File: src/rtl/alu_result_stage_pkg.sv
// Shared types for the ALU result pipeline stage.
//   WIDTH   : datapath width (flag logic is built for 64 bits only)
//   state_e : skid-buffer occupancy state
//   entry_t : one buffered result with its flags, computed at capture
package alu_result_stage_pkg;

   localparam int unsigned WIDTH = 64;

   typedef enum logic [1:0] {
      EMPTY = 2'b00,
      ONE   = 2'b01,
      FULL  = 2'b10
   } state_e;

   typedef struct packed {
      logic [WIDTH-1:0] result;
      logic             zero;
      logic             negative;
      logic             carry;
      logic             overflow;
   } entry_t;

endpackage

File: src/rtl/alu_result_stage_flag_gen.sv
// alu_flag_gen: combinational flag derivation for one ALU result.
// Ports:
//   result_i   : ALU result
//   is_arith_i : 1 = add/sub, 0 = logic op
//   carry_i    : raw adder carry-out
//   overflow_i : raw adder signed overflow
//   entry_o    : packed entry {result, zero, negative, carry, overflow}
module alu_flag_gen
   import alu_result_stage_pkg::*;
(
   input  logic [WIDTH-1:0] result_i,
   input  logic             is_arith_i,
   input  logic             carry_i,
   input  logic             overflow_i,
   output entry_t           entry_o
);

   always_comb begin
      entry_o          = '0;
      entry_o.result   = result_i;
      entry_o.zero     = ~(|result_i);
      entry_o.negative = result_i[WIDTH-1];
      // Carry/overflow come straight from the adder even during logic ops,
      // so they are only meaningful when the op was arithmetic.
      entry_o.carry    = carry_i & is_arith_i;
      entry_o.overflow = overflow_i & is_arith_i;
   end

endmodule

File: src/rtl/alu_result_stage.sv
// alu_result_stage: pipeline register after the 64-bit ALU. Captures the
// result with derived flags and hands it to writeback over valid/ready,
// through a 2-entry skid buffer so in_ready is purely registered.
// Ports:
//   clk, rst           : clock, synchronous active-high reset
//   in_valid/in_ready  : ALU-side handshake (in_ready registered)
//   in_result, in_is_arith, in_carry, in_overflow : ALU result and raw flags
//   out_valid/out_ready: writeback-side handshake
//   out_result, out_zero, out_negative, out_carry, out_overflow : head entry
//   ovf_clr, sticky_ovf: only with ALU_RESULT_STAGE_STICKY_OVF_EN defined;
//                        sticky overflow seen on any emitted entry
module alu_result_stage
   import alu_result_stage_pkg::*;
#(
   parameter int unsigned WIDTH = alu_result_stage_pkg::WIDTH,
   parameter int unsigned DEPTH = 2
) (
   input  logic             clk,
   input  logic             rst,
   input  logic             in_valid,
   output logic             in_ready,
   input  logic [WIDTH-1:0] in_result,
   input  logic             in_is_arith,
   input  logic             in_carry,
   input  logic             in_overflow,
`ifdef ALU_RESULT_STAGE_STICKY_OVF_EN
   input  logic             ovf_clr,
   output logic             sticky_ovf,
`endif
   output logic             out_valid,
   input  logic             out_ready,
   output logic [WIDTH-1:0] out_result,
   output logic             out_zero,
   output logic             out_negative,
   output logic             out_carry,
   output logic             out_overflow
);

   if (DEPTH != 2) begin : g_bad_depth
      $error("alu_result_stage: DEPTH must be 2");
   end
   if (WIDTH != alu_result_stage_pkg::WIDTH) begin : g_bad_width
      $error("alu_result_stage: WIDTH must be 64");
   end

   state_e state_q, state_d;
   entry_t main_q, main_d;
   entry_t skid_q, skid_d;
   entry_t in_entry;
   logic   in_ready_q, in_ready_d;
   logic   accept, emit;

   alu_flag_gen u_flag_gen (
      .result_i   (in_result),
      .is_arith_i (in_is_arith),
      .carry_i    (in_carry),
      .overflow_i (in_overflow),
      .entry_o    (in_entry)
   );

   assign accept = in_valid & in_ready_q;
   assign emit   = (state_q != EMPTY) & out_ready;

   // main_q always holds the head entry; skid_q only the second one.
   always_comb begin
      state_d = state_q;
      main_d  = main_q;
      skid_d  = skid_q;
      unique case (state_q)
         EMPTY: begin
            if (accept) begin
               main_d  = in_entry;
               state_d = ONE;
            end
         end
         ONE: begin
            if (accept && emit) begin
               main_d = in_entry;
            end else if (accept) begin
               skid_d  = in_entry;
               state_d = FULL;
            end else if (emit) begin
               state_d = EMPTY;
            end
         end
         FULL: begin
            // in_ready_q is low here, so no accept can coincide.
            if (emit) begin
               main_d  = skid_q;
               state_d = ONE;
            end
         end
         default: state_d = EMPTY;
      endcase
   end

   // Registered from next state: no combinational path from out_ready.
   assign in_ready_d = (state_d != FULL);

   always_ff @(posedge clk) begin
      if (rst) begin
         state_q    <= EMPTY;
         main_q     <= '0;
         skid_q     <= '0;
         in_ready_q <= 1'b1;
      end else begin
         state_q    <= state_d;
         main_q     <= main_d;
         skid_q     <= skid_d;
         in_ready_q <= in_ready_d;
      end
   end

   assign in_ready     = in_ready_q;
   assign out_valid    = (state_q != EMPTY);
   assign out_result   = main_q.result;
   assign out_zero     = main_q.zero;
   assign out_negative = main_q.negative;
   assign out_carry    = main_q.carry;
   assign out_overflow = main_q.overflow;

`ifdef ALU_RESULT_STAGE_STICKY_OVF_EN
   logic sticky_q, sticky_d;

   // Set has priority over a simultaneous clear.
   assign sticky_d = (emit & main_q.overflow) | (sticky_q & ~ovf_clr);

   always_ff @(posedge clk) begin
      if (rst) begin
         sticky_q <= 1'b0;
      end else begin
         sticky_q <= sticky_d;
      end
   end

   assign sticky_ovf = sticky_q;
`endif

endmodule

File: config.mk
export PLATFORM = sky130hd
export DESIGN_NAME = alu_result_stage
export DESIGN_NICKNAME = d
export VERILOG_FILES = /design/src/rtl/alu_result_stage_pkg.sv /design/src/rtl/alu_result_stage_flag_gen.sv /design/src/rtl/alu_result_stage.sv
export SDC_FILE = /design/constraint.sdc
export NUM_CORES = 1
export LEC_CHECK = 0
export CORE_MARGIN = 2
export CORE_UTILIZATION = 45
export CTS_CLUSTER_SIZE = 40
export DETAILED_ROUTE_END_ITERATION = 10
export PLACE_DENSITY = 0.85
export SKIP_CTS_REPAIR_TIMING = 1
export SYNTH_ARGS = -nofsm -noshare
export SYNTH_HDL_FRONTEND = slang
export SYNTH_HIERARCHICAL = 1
export SYNTH_SLANG_ARGS = --single-unit
File: constraint.sdc
create_clock -name clk -period 1.7 [get_ports clk]
set_input_delay 0.34 -clock clk [delete_from_list [all_inputs] [get_ports clk]]
set_output_delay 0.34 -clock clk [all_outputs]
set_load 0.02 [all_outputs]
### After elaboration in Yosys (flattened, before gate mapping)

Cells that the tools add are included.

| word-level totals | value |
|---|---|
| flip-flop bits (word level) | 139 |
| latch bits | 0 |
| memory bits (writable) | 0 |
| memory bits (read-only) | 0 |
| input port bits | 71 |
| output and inout port bits | 70 |
| word-level logic and storage cells | 41 |
| memories kept | 0 |

| cells by class | value |
|---|---|
| add/sub/neg operators | 0 |
| multipliers | 0 |
| div/mod/pow operators | 0 |
| $lt $le $gt $ge | 0 |
| eq/ne operators | 6 |
| shifts and indexed selects | 0 |
| multiplexer cells | 10 |
| bitwise logic cells | 6 |
| reduce and logical (&&, ||, !) cells | 7 |

Operators by type and width:

| cell | count |
|---|---|
| two-way mux 68 bit | 3 |
| one-hot mux 68 bit (3 select lines) | 1 |
| OR reduction 64 bit | 1 |
| two-way mux 2 bit | 5 |
| != test 2 bit, second input constant | 4 |
| one-hot mux 2 bit (3 select lines) | 1 |
| AND 1 bit | 4 |
| AND reduction 4 bit | 1 |
| AND reduction 3 bit | 1 |
| nonzero test 3 bit | 1 |
| == test 2 x 1 -> 1 bit, second input constant | 1 |
| == test 2 bit, second input constant | 1 |
| logical NOT 2 bit | 1 |
| inverter 1 bit | 2 |
| nonzero test 2 bit | 1 |
| logical AND 1 bit | 1 |

### Longest topological paths before layout

| logic depth | value |
|---|---|
| depth after elaboration | 7 |
| depth in mapped cells | 7 |
| mapped depth without buffers | 5 |

### By module

Netlist, hierarchy kept.

Modules (own cells, without submodules):

| module | times used | cells each | area an instance (µm²) | sequential area each (µm²) |
|---|---|---|---|---|
| alu_result_stage | 1 | 619 | 5470.2 | 2782.7 |
| alu_flag_gen | 1 | 88 | 644.4 | 0.0 |

### Least setup slack after synthesis

Ideal clock, no wire load.

| timing | value |
|---|---|
| path kind | register to register |
| start | reg in_ready_q, in the netlist in_ready |
| end | reg skid_q[47] (netlist bit) |
| library setup time | 0.132 ns |
| data arrival time | 1.588 ns |
| data required time | 1.568 ns |
| slack | -0.020 ns |
| stages on the path, launching flop included | 8 |
| buffers on the path | 3 |
| clock period less this slack | 1.720 ns |
| cells stage by stage | dfxtp_1 > nand2_1 > or4b_1 > buf_2 > buf_6 > buf_6 > nand2_1 > a21oi_1 |

| on the way | value |
|---|---|
| cells in the longest elaborated chain, start to end | 4 |

RTL lines:

| item | line | RTL |
|---|---|---|
| start, declared | alu_result_stage.sv:50 | `logic in_ready_q, in_ready_d;` |
| start signal, assigned | alu_result_stage.sv:110 | `in_ready_q <= in_ready_d;` |
| AND 1 bit (*) | alu_result_stage.sv:61 | `assign accept = in_valid & in_ready_q;` |
| logical AND 1 bit | alu_result_stage.sv:77 | `if (accept && emit) begin` |
| inverter 1 bit (no source line) | n/a |  |
| AND reduction 3 bit (no source line) (*) | n/a |  |
| end signal, assigned | alu_result_stage.sv:109 | `skid_q <= skid_d;` |
| end, declared | alu_result_stage.sv:48 | `entry_t skid_q, skid_d;` |

Mark *: on every way between the ends. The rest lies on a longest branch, timed or not.
A chain may end at the register's enable or synchronous reset.

==> results <==
==> state kept, by name, summed over array words and instances (netlist names) <==
signal,flops
in_ready,1
out_carry,1
out_negative,1
out_overflow,1
out_result,64
out_zero,1
skid_q,68
state_q,2
==> worst paths after layout <==
path                 startpoint             end  depth (start not counted)  slack, ps
setup / recovery  in_result[56]        out_zero                          6        -10
hold / removal    in_result[61]      skid_q[65]                          3        260
setup reg to reg     state_q[1]  out_result[40]                          6         90
hold reg to reg      skid_q[42]      skid_q[42]                          2        450
==> metal layers <==
layer	up-vias	global-route usage, %	part of all wire, %	wire, microns
li1	2634	-	-	-
met1	2547	25.86	42	6921
met2	151	35.45	51	8268
met3	20	7.217	5.7	932
met4	0	7.122	1.4	236
met5	-	0	0	0
==> metrics by stage <==
stage	setup TNS [ps]	power [mW]	cells	worst slack (ps)	cell area, sq um
floorplan	0	4.539	707	78.30	6116
global placement	-40280	5.258	990	-602.4	7812
detailed placement	-43610	5.291	990	-599.7	7812
CTS	-2447	8.772	1021	-298.7	8369
global route	-59.50	9.088	1025	-44.29	8758
finish	-11.03	8.744	1025	-11.03	8758
==> final cells by class <==
cell class	count	area [sq um]	share of cell area, %
Clock buffer	24	491.7	5.614
Multi-Input combinational cell	448	2710	30.94
Tap cell	176	220.2	2.514
Sequential cell	139	2785	31.80
Antenna cell	1	2.502	0.02857
Timing Repair Buffer	230	2484	28.36
Clock inverter	7	65.06	0.7429
==> Yosys cell counts <==
master     instances  area share [%]
or4b_1             1            0.16
a211o_1            1            0.14
buf_4             67             8.2
nand2_1          138             8.5
dfxtp_1          139              46
nor4b_2            1            0.25
and2_1             2            0.20
nor2_1            69             4.2
a21o_1             1            0.12
nand3_1            2            0.16
a211oi_1          69             8.5
nor4_2             2            0.41
nand4b_1           1            0.14
nor4_1            15             1.5
clkbuf_1          26             1.6
nand4_1            4            0.41
nand2b_1           1            0.10
buf_2             24             2.0
buf_6              3            0.55
a31oi_1            1            0.10
a21oi_1           68             5.6
or2_2              1            0.10
nand4bb_1          1            0.18
nand3b_1           2            0.25
mux2i_1           68              11
==> worst min-delay path, stage by stage <==
cell            delay (ps)
dlymetal6s2s_1         160
nand2_1                 70
a21oi_1                 50
==> cells by family (layout without fill, tap and decap cells) <==
kind of cell / Yosys count / after routing / synth area share [%]
and+or+nand+nor: 240 / 240 / 16.62
AOI/OAI and AO/OA: 140 / 140 / 14.41
DFF: 139 / 139 / 45.51
buffers and inverters: 120 / 261 / 12.34
muxes: 68 / 68 / 11.13
other: 0 / 1 / 0
==> power by group through the flow <==
stage | registers, mW | clock network [mW] | logic, mW
after floorplan | 3.87 | 0 | 0.665
after global placement | 3.67 | 0 | 1.59
after detailed placement | 3.67 | 0 | 1.62
after CTS | 3.61 | 3.54 | 1.63
after global routing | 3.63 | 3.71 | 1.75
final | 3.60 | 3.50 | 1.64
==> qor.csv <==
metric;value;unit
WL final;16.36;mm
grt total ovfl;0;
Mapped Avg Cell Area;8.649;sq um
vias in the first global route;4906;
YS warnings;6;
Clk network pwr share;40.0;%
root buffer cell;clkbuf_16;
CP Buf/Inv Count;1;
kind of cell adding the most delay to the critical path;simple AND/OR/NAND/NOR gates;
CTS tree;built;
hpwl dp;10.25;mm
clk_lat worst skew;420;ps
WP data required;2030;ps
sequential share of power;41.2;%
fraction of layout cells with a size suffix above 1;16.63;%
Clock Skew;8.402;ps
clk buf depth;2;
maximum vdd drop;0.8087;mV
Crit. End Element;flip-flop;
DR iter-0 viols;303;
Leak Pwr;4.759;nW
internal power;6.430;mW
Fmax;584.4;MHz
Initial Util;46.17;%
status;finished, violations left;
Synth Instances;707;
Crit path largest cell delay;460;ps
syn nets;778;
ANT nets after route;0;
worst hold path class;input port to flip-flop;
Die H;120.6;microns
DRC;0;
I/O Buffers;140;
RSZ-0062 raised after global routing;true;
slew margin rel.;68.26;%
Combinational Power Share;18.8;%
most used cell, CP;nor4_2;
Vias/cell;5.221;
final worst-path cycle share;100.6;%
Sw Share;26.46;%
Worst-path clk slew;60;ps
Yosys cell types;25;
gr usage total;21.33;%
nets@finish;907;
TritonCTS Sinks;139;
switching power;2.314;mW
first-pass GRT wire length;24.29;mm
violated checks;negative setup slack;
Final Hold Viols;0;
Worst Path Arrival;2040;ps
wire per inst;15.96;microns
Final setup viols;1;
initial antenna violation count;1;
H-tree depth;4;
Yosys reg bits;139;
post-synthesis sequential area ratio;45.51;%
commonest cells after routing, fill and taps aside;138 x nand2_1, 137 x dfxtp_1, 88 x dlymetal6s2s_1;
Tightest Pin Transition;476.0;ps
most common cell after layout, fill and taps aside;nand2_1;
crit-path max FO;2;
power per standard cell area;998.4;mW/mm^2
TritonCTS Buffers;17;
Cell Rows;42;
maxcap violations;0;
Area growth, synth to finish;43.24;%
largest net degree at the start of global routing;43;
Filler cells;1034;
CP max stage cell;clkdlybuf4s50_1;
die area;0.01454;sq mm
DR vias;5352;
fin. max-slew vios;0;
mapped cell area;0.006115;sq mm
Ports;141;
Detailed Routing Iterations Pass 1;6;
Tmin final;1711;ps
Hold Slack;255.9;ps
Final Core Density;66.14;%
RD Place Congestion;0.7917;
Crit Path Category;input port to flip-flop;
Die W;120.6;microns
final setup margin;-11.03;ps
Worst Setup Start Kind;input port;
crit-path cells;clkdlybuf4s50_1, nor4_2, nand4_1, nor4_2, mux2i_1, a211oi_1;
core area;0.01324;sq mm
(Power assumes the default switching activity.)
